===== config.mk =====
export PLATFORM = sky130hd
export DESIGN_NAME = pipe_stage_reg
export DESIGN_NICKNAME = d
export VERILOG_FILES = /design/src/rtl/pipe_pkg.sv /design/src/rtl/pipe_skid_buf.sv /design/src/rtl/pipe_stage_reg.sv
export SDC_FILE = /design/constraint.sdc
export NUM_CORES = 1
export LEC_CHECK = 0
export BUFFER_PORTS_ARGS = -buffer_cell sky130_fd_sc_hd__buf_4
export CAP_MARGIN = 20
export CORE_MARGIN = 2
export CORE_UTILIZATION = 40
export CTS_CLUSTER_DIAMETER = 150
export CTS_CLUSTER_SIZE = 8
export DETAILED_ROUTE_END_ITERATION = 8
export GPL_ROUTABILITY_DRIVEN = 0
export GPL_TIMING_DRIVEN = 0
export PLACE_DENSITY_LB_ADDON = 0.05
export SYNTH_ARGS = -nofsm -noshare
export SYNTH_HDL_FRONTEND = slang
export SYNTH_SLANG_ARGS = --single-unit

===== constraint.sdc =====
create_clock -name clk -period 1.75 [get_ports clk]
set_clock_uncertainty 0.15 [all_clocks]
set_input_delay 0.175 -clock clk [delete_from_list [all_inputs] [get_ports clk]]
set_output_delay 0.175 -clock clk [all_outputs]
set_load 0.02 [all_outputs]

===== src/rtl/pipe_pkg.sv =====
// Shared types for the generic pipeline-stage register: stage occupancy states
// and ID/EX control-vector bit positions.
package pipe_pkg;

  typedef enum logic [1:0] {
    PS_EMPTY = 2'd0,
    PS_FULL  = 2'd1,
    PS_SKID  = 2'd2
  } pipe_state_t;

  localparam int CTRL_PCSRC     = 0;
  localparam int CTRL_REGWR     = 1;
  localparam int CTRL_MEM2REG   = 2;
  localparam int CTRL_MEMWR     = 3;
  localparam int CTRL_ALUCTL_LO = 4;
  localparam int CTRL_ALUCTL_HI = 6;
  localparam int CTRL_BRANCH    = 7;
  localparam int CTRL_ALUSRC    = 8;
  localparam int CTRL_FLAGWR    = 9;
  localparam int CTRL_IMMSRC    = 10;
  localparam int CTRL_COND_LO   = 11;
  localparam int CTRL_COND_HI   = 14;

endpackage


===== src/rtl/pipe_skid_buf.sv =====
// Second (skid) entry of a pipeline stage: holds one overflow beat while the
// main entry is blocked. Captures on the falling edge like the rest of the stage.
module pipe_skid_buf #(
  parameter int W = 124
) (
  input  logic         clk,
  input  logic         rst,
  input  logic         push,
  input  logic         pop,
  input  logic         flush,
  input  logic [W-1:0] din,
  output logic         valid,
  output logic [W-1:0] dout
);

  // push and pop are never asserted together: a full skid blocks acceptance
  always_ff @(negedge clk or negedge rst) begin
    if (!rst) begin
      valid <= 1'b0;
      dout  <= '0;
    end else begin
      if (flush || pop)
        valid <= 1'b0;
      else if (push)
        valid <= 1'b1;
      if (push && !flush)
        dout <= din;
    end
  end

endmodule


===== src/rtl/pipe_stage_reg.sv =====
// Generic valid/ready pipeline-stage register with stall and flush, falling-edge capture.
// Build option PIPE_SKID_EN adds a skid entry so in_ready comes straight from a flop.
module pipe_stage_reg
  import pipe_pkg::*;
#(
  parameter int CTRL_W          = 16,
  parameter int DATA_W          = 108,
  parameter int FLUSH_DATA_ZERO = 0
) (
  input  logic              clk,
  input  logic              rst,
  input  logic              in_valid,
  output logic              in_ready,
  input  logic [CTRL_W-1:0] in_ctrl,
  input  logic [DATA_W-1:0] in_data,
  input  logic              stall,
  input  logic              flush,
  output logic              out_valid,
  input  logic              out_ready,
  output logic [CTRL_W-1:0] out_ctrl,
  output logic [DATA_W-1:0] out_data
);

  pipe_state_t       state, state_nxt;
  logic [CTRL_W-1:0] main_ctrl;
  logic [DATA_W-1:0] main_data;
  logic              accept, emit, load_in;

  assign out_valid = (state != PS_EMPTY);
  assign emit      = out_valid & out_ready & ~stall;
  assign accept    = in_valid & in_ready;

`ifdef PIPE_SKID_EN
  logic                     skid_valid, skid_push, load_skid;
  logic [CTRL_W+DATA_W-1:0] skid_q;

  assign in_ready = ~skid_valid;

  pipe_skid_buf #(.W(CTRL_W + DATA_W)) u_skid (
    .clk   (clk),
    .rst   (rst),
    .push  (skid_push),
    .pop   (load_skid),
    .flush (flush),
    .din   ({in_ctrl, in_data}),
    .valid (skid_valid),
    .dout  (skid_q)
  );
`else
  assign in_ready = ~out_valid | emit;
`endif

  always_ff @(negedge clk or negedge rst) begin
    if (!rst) state <= PS_EMPTY;
    else      state <= state_nxt;
  end

  always_comb begin
    state_nxt = state;
    load_in   = 1'b0;
`ifdef PIPE_SKID_EN
    skid_push = 1'b0;
    load_skid = 1'b0;
`endif
    unique case (state)
      PS_EMPTY: begin
        if (accept) begin
          state_nxt = PS_FULL;
          load_in   = 1'b1;
        end
      end
      PS_FULL: begin
        if (accept && emit)
          load_in = 1'b1;
        else if (emit)
          state_nxt = PS_EMPTY;
`ifdef PIPE_SKID_EN
        else if (accept) begin
          state_nxt = PS_SKID;
          skid_push = 1'b1;
        end
`endif
      end
`ifdef PIPE_SKID_EN
      PS_SKID: begin
        if (emit) begin
          state_nxt = PS_FULL;
          load_skid = 1'b1;
        end
      end
`endif
      default: state_nxt = PS_EMPTY;
    endcase
    // Flush discards everything, including a beat handed over this cycle
    if (flush) begin
      state_nxt = PS_EMPTY;
      load_in   = 1'b0;
`ifdef PIPE_SKID_EN
      skid_push = 1'b0;
      load_skid = 1'b0;
`endif
    end
  end

  always_ff @(negedge clk or negedge rst) begin
    if (!rst) begin
      main_ctrl <= '0;
      main_data <= '0;
    end else if (flush) begin
      main_ctrl <= '0;
      if (FLUSH_DATA_ZERO != 0) main_data <= '0;
    end else if (load_in) begin
      main_ctrl <= in_ctrl;
      main_data <= in_data;
    end
`ifdef PIPE_SKID_EN
    else if (load_skid) begin
      {main_ctrl, main_data} <= skid_q;
    end
`endif
  end

  // A bubble must never carry stale write-enables downstream
  assign out_ctrl = out_valid ? main_ctrl : '0;
  assign out_data = main_data;

endmodule

# Word-level counts from Yosys, hierarchy flattened
# Cells that the tools add are included.
dict set report word_totals {
  ff_bits 126
  in_bits 130
  out_inout_bits 126
  wordCells 32
}
dict set report classes {
  eq_ne 4
  mux 12
  bitwise_logic 7
  reduce_logical 6
}
# op n
set ops {}
lappend ops {{16-bit two-way mux} 3}
lappend ops {{3-bit != test, second input constant} 3}
lappend ops {{2-bit two-way mux} 4}
lappend ops {{2-bit one-hot mux with 2 select lines} 1}
lappend ops {{2-bit nonzero test} 2}
lappend ops {{1-bit AND} 3}
lappend ops {{1-bit two-way mux} 3}
lappend ops {{1-bit inverter} 3}
lappend ops {{3-bit AND reduction} 1}
lappend ops {{2-bit by 1-bit == test with 1-bit output, second input constant} 1}
lappend ops {{2-bit zero test} 1}
lappend ops {{1-bit one-hot mux with 2 select lines} 1}
lappend ops {{2-bit AND reduction} 1}
lappend ops {{1-bit logical AND} 1}
lappend ops {{1-bit OR} 1}

# Depth between registers and ports, before layout
dict set report depth {
  ltp_word 11
  ltp_mapped 5
}

==> impl_metrics.yaml <==
synth:
  postSynthCellCount: 290
  synth.area.top_cells: "dfrtn_1, mux2_2, mux2_1"
  ys_seq_area_frac: 0.661
  mappedNetlistArea_um2: 4730
  synthFlopType: "dfrtn_1"
  netlist_top_cells_count: "dfrtn_1, mux2_2, mux2_1"
  synth_warnings: 0
  synth.net_count: 420
  synth.most_common_cell: "dfrtn_1"
  synth-seq-cells: 125
  avgSynthCellArea_um2: 16.3
  synth_top_area_frac: 0.661
  yosys.area.top_type: "dfrtn_1"
  async_reset_ff_frac: 1.00
  synth-edff-count: 0
  synth_cell_types: 16
routing:
  ant_nets: 0
  drc: 0
  drt-pass1-iter-count: 4
  wl_um: 15200
  vias: 3831
  drt_iter0_drc: 118
  vias_per_cell: 4.76
  wl_per_cell_um: 18.9
finish:
  final_area_um2: 9380
  utilization: 0.818
  final_nets: 781
  insertedDiodeCount: 0
  nFillCells: 631
  area_growth_pct: 98.1
  final_layout_size_suffix_gt1_frac: 0.770
power_and_ir_drop:
  peakVddDrop_mv: 0.922
  power_w: 0.0104
  p_per_area_nw_per_um2: 1110
  p_leak_nw: 4.72
sta:
  max_slew.worst_pin.slew_ps: 580
  rsz0062_at_grt: "true"
  maxSlewHeadroom: 0.613
  finalSetupViolCount: 250
  finalHoldViolCount: 0
  fin_ws_ps: -749
  slew_violations: 0
critical_path:
  criticalPathCategory: "register to output pin"
  cp_max_fo: 5
  cp-end-kind: "output pin"
  start_kind: "register"
  cp.arrival_ps: 2170
  worstPathRequired_ps: 1420
  reg2regPathDepth: 7
clock_tree:
  htreeDepth: 4
  clock_sinks: 125
  cts_tree: "built"
  clk-insertion-delay-late_ps: 390
  cts-root-buf: "clkbuf_16"
  clkTransAtPathRegs_ps: 40
  cts_made_buffers: 17
  clockBufferDepth: 2
global_route:
  grt_pass1_vias: 4192
  grt_max_degree: 66
  antenna_found_initial: 0
  grt_util_all_layers: 0.237
  grt_first_pass_wirelength_um: 23100
  grt-ovfl-total: 0
placed_design:
  dp.final_hpwl_um: 9150
  placed_area_um2: 6950
  io_buffers: 255
die:
  start_util: 0.413
  coreArea_um2: 11500
  die_h_um: 113
  die-area_um2: 12700
  io-pin-count: 256
  rows: 39
  fp.dieW_um: 113
outcome:
  outcome: "finished, violations left"
  violations: "setup timing"
run:
  drv_cap: 0
worst_hold_path:
  hold_depth: 1
  hold_path.class: "register to register"
-- stage by stage --
stage,setup TNS [ps],hold WS (ps),instances,worst slack [ps]
floorplan,-66750,269,290,-534
global placement,-205170,279,688,-860
finish,-96230,301,804,-749
CTS,-102570,294,775,-763
global route,-101820,309,804,-804
detailed placement,-112280,284,689,-870
-- registers in the layout, summed over array words and instances (netlist names) --
name / cells
out_data: 108
main_ctrl: 16
state: 1
-- report_power, final --
part	total (W)	switching, W	internal, W
sequential	0.00380	0.000370	0.00343
clock	0.00312	0.00115	0.00197
combinational	0.00350	0.00134	0.00217
total	0.0104	0.00285	0.00757
-- what timing repair did --
action / CTS / global route
pin swaps: 11 / 4
gates cloned: 13 / 0
buffers inserted: 45 / 51
hold buffers: 0 / 0
resized for setup: 307 / 33
setup endpoints to repair: 250 / 250
-- path summary, 6_finish.rpt --
kind | from | endpoint | slack (ps)
max in group asynchronous | rst | out_data[99] | 340
hold reg to reg | main_ctrl[8] | main_ctrl[8] | 300
hold / removal | main_ctrl[8] | main_ctrl[8] | 300
min in group asynchronous | rst | out_data[63] | 370
setup / recovery | state[0] | out_ctrl[10] | -750
setup reg to reg | state[0] | out_data[34] | -140
-- per-layer routing --
| metal | track usage | up-vias | part of all wire |
|---|---|---|---|
| met2 | 0.400 | 163 | 0.51 |
| met5 | 0 | - | 0 |
| met3 | 0.0782 | 15 | 0.077 |
| li1 | - | 1747 | - |
| met1 | 0.287 | 1906 | 0.39 |
| met4 | 0.0813 | 0 | 0.016 |
-- critical path, stage by stage, from the launching register on --
cell     delay [ps]
dfrtn_1         420
buf_6           140
buf_6           100
and2_4          130
buf_6           110
-- final cells by class --
| type | instances | area, um^2 | share of cell area |
|---|---|---|---|
| Timing Repair Buffer | 349 | 3430 | 0.366 |
| Sequential cell | 125 | 3130 | 0.333 |
| Multi-Input combinational cell | 148 | 1990 | 0.212 |
| Clock buffer | 28 | 517 | 0.0551 |
| Tap cell | 143 | 179 | 0.0191 |
| Buffer | 9 | 126 | 0.0135 |
| Clock inverter | 1 | 5.00 | 0.000534 |
| Inverter | 1 | 3.75 | 0.000400 |
-- cell usage in the layout (no fill, tap or decap), drive strengths merged --
cell type and n:
inv 1, dfrtn 125, and2 16, nor2b 1
nand2 1, nor2 1, a21oi 2, mux2 108
a311oi 1, nand2b 2, clkbuf 28, buf 358
clkinv 1, a22o 16
-- cell families (layout without fill, tap and decap cells) --
family	count (synthesis)	after routing	share of synthesized area
compound gates	19	19	0.0357
buf+inv	17	388	0.0201
flops	125	125	0.661
mux	108	108	0.257
simple gates	21	21	0.0267
Note: power is estimated with default switching activity, not from simulation.
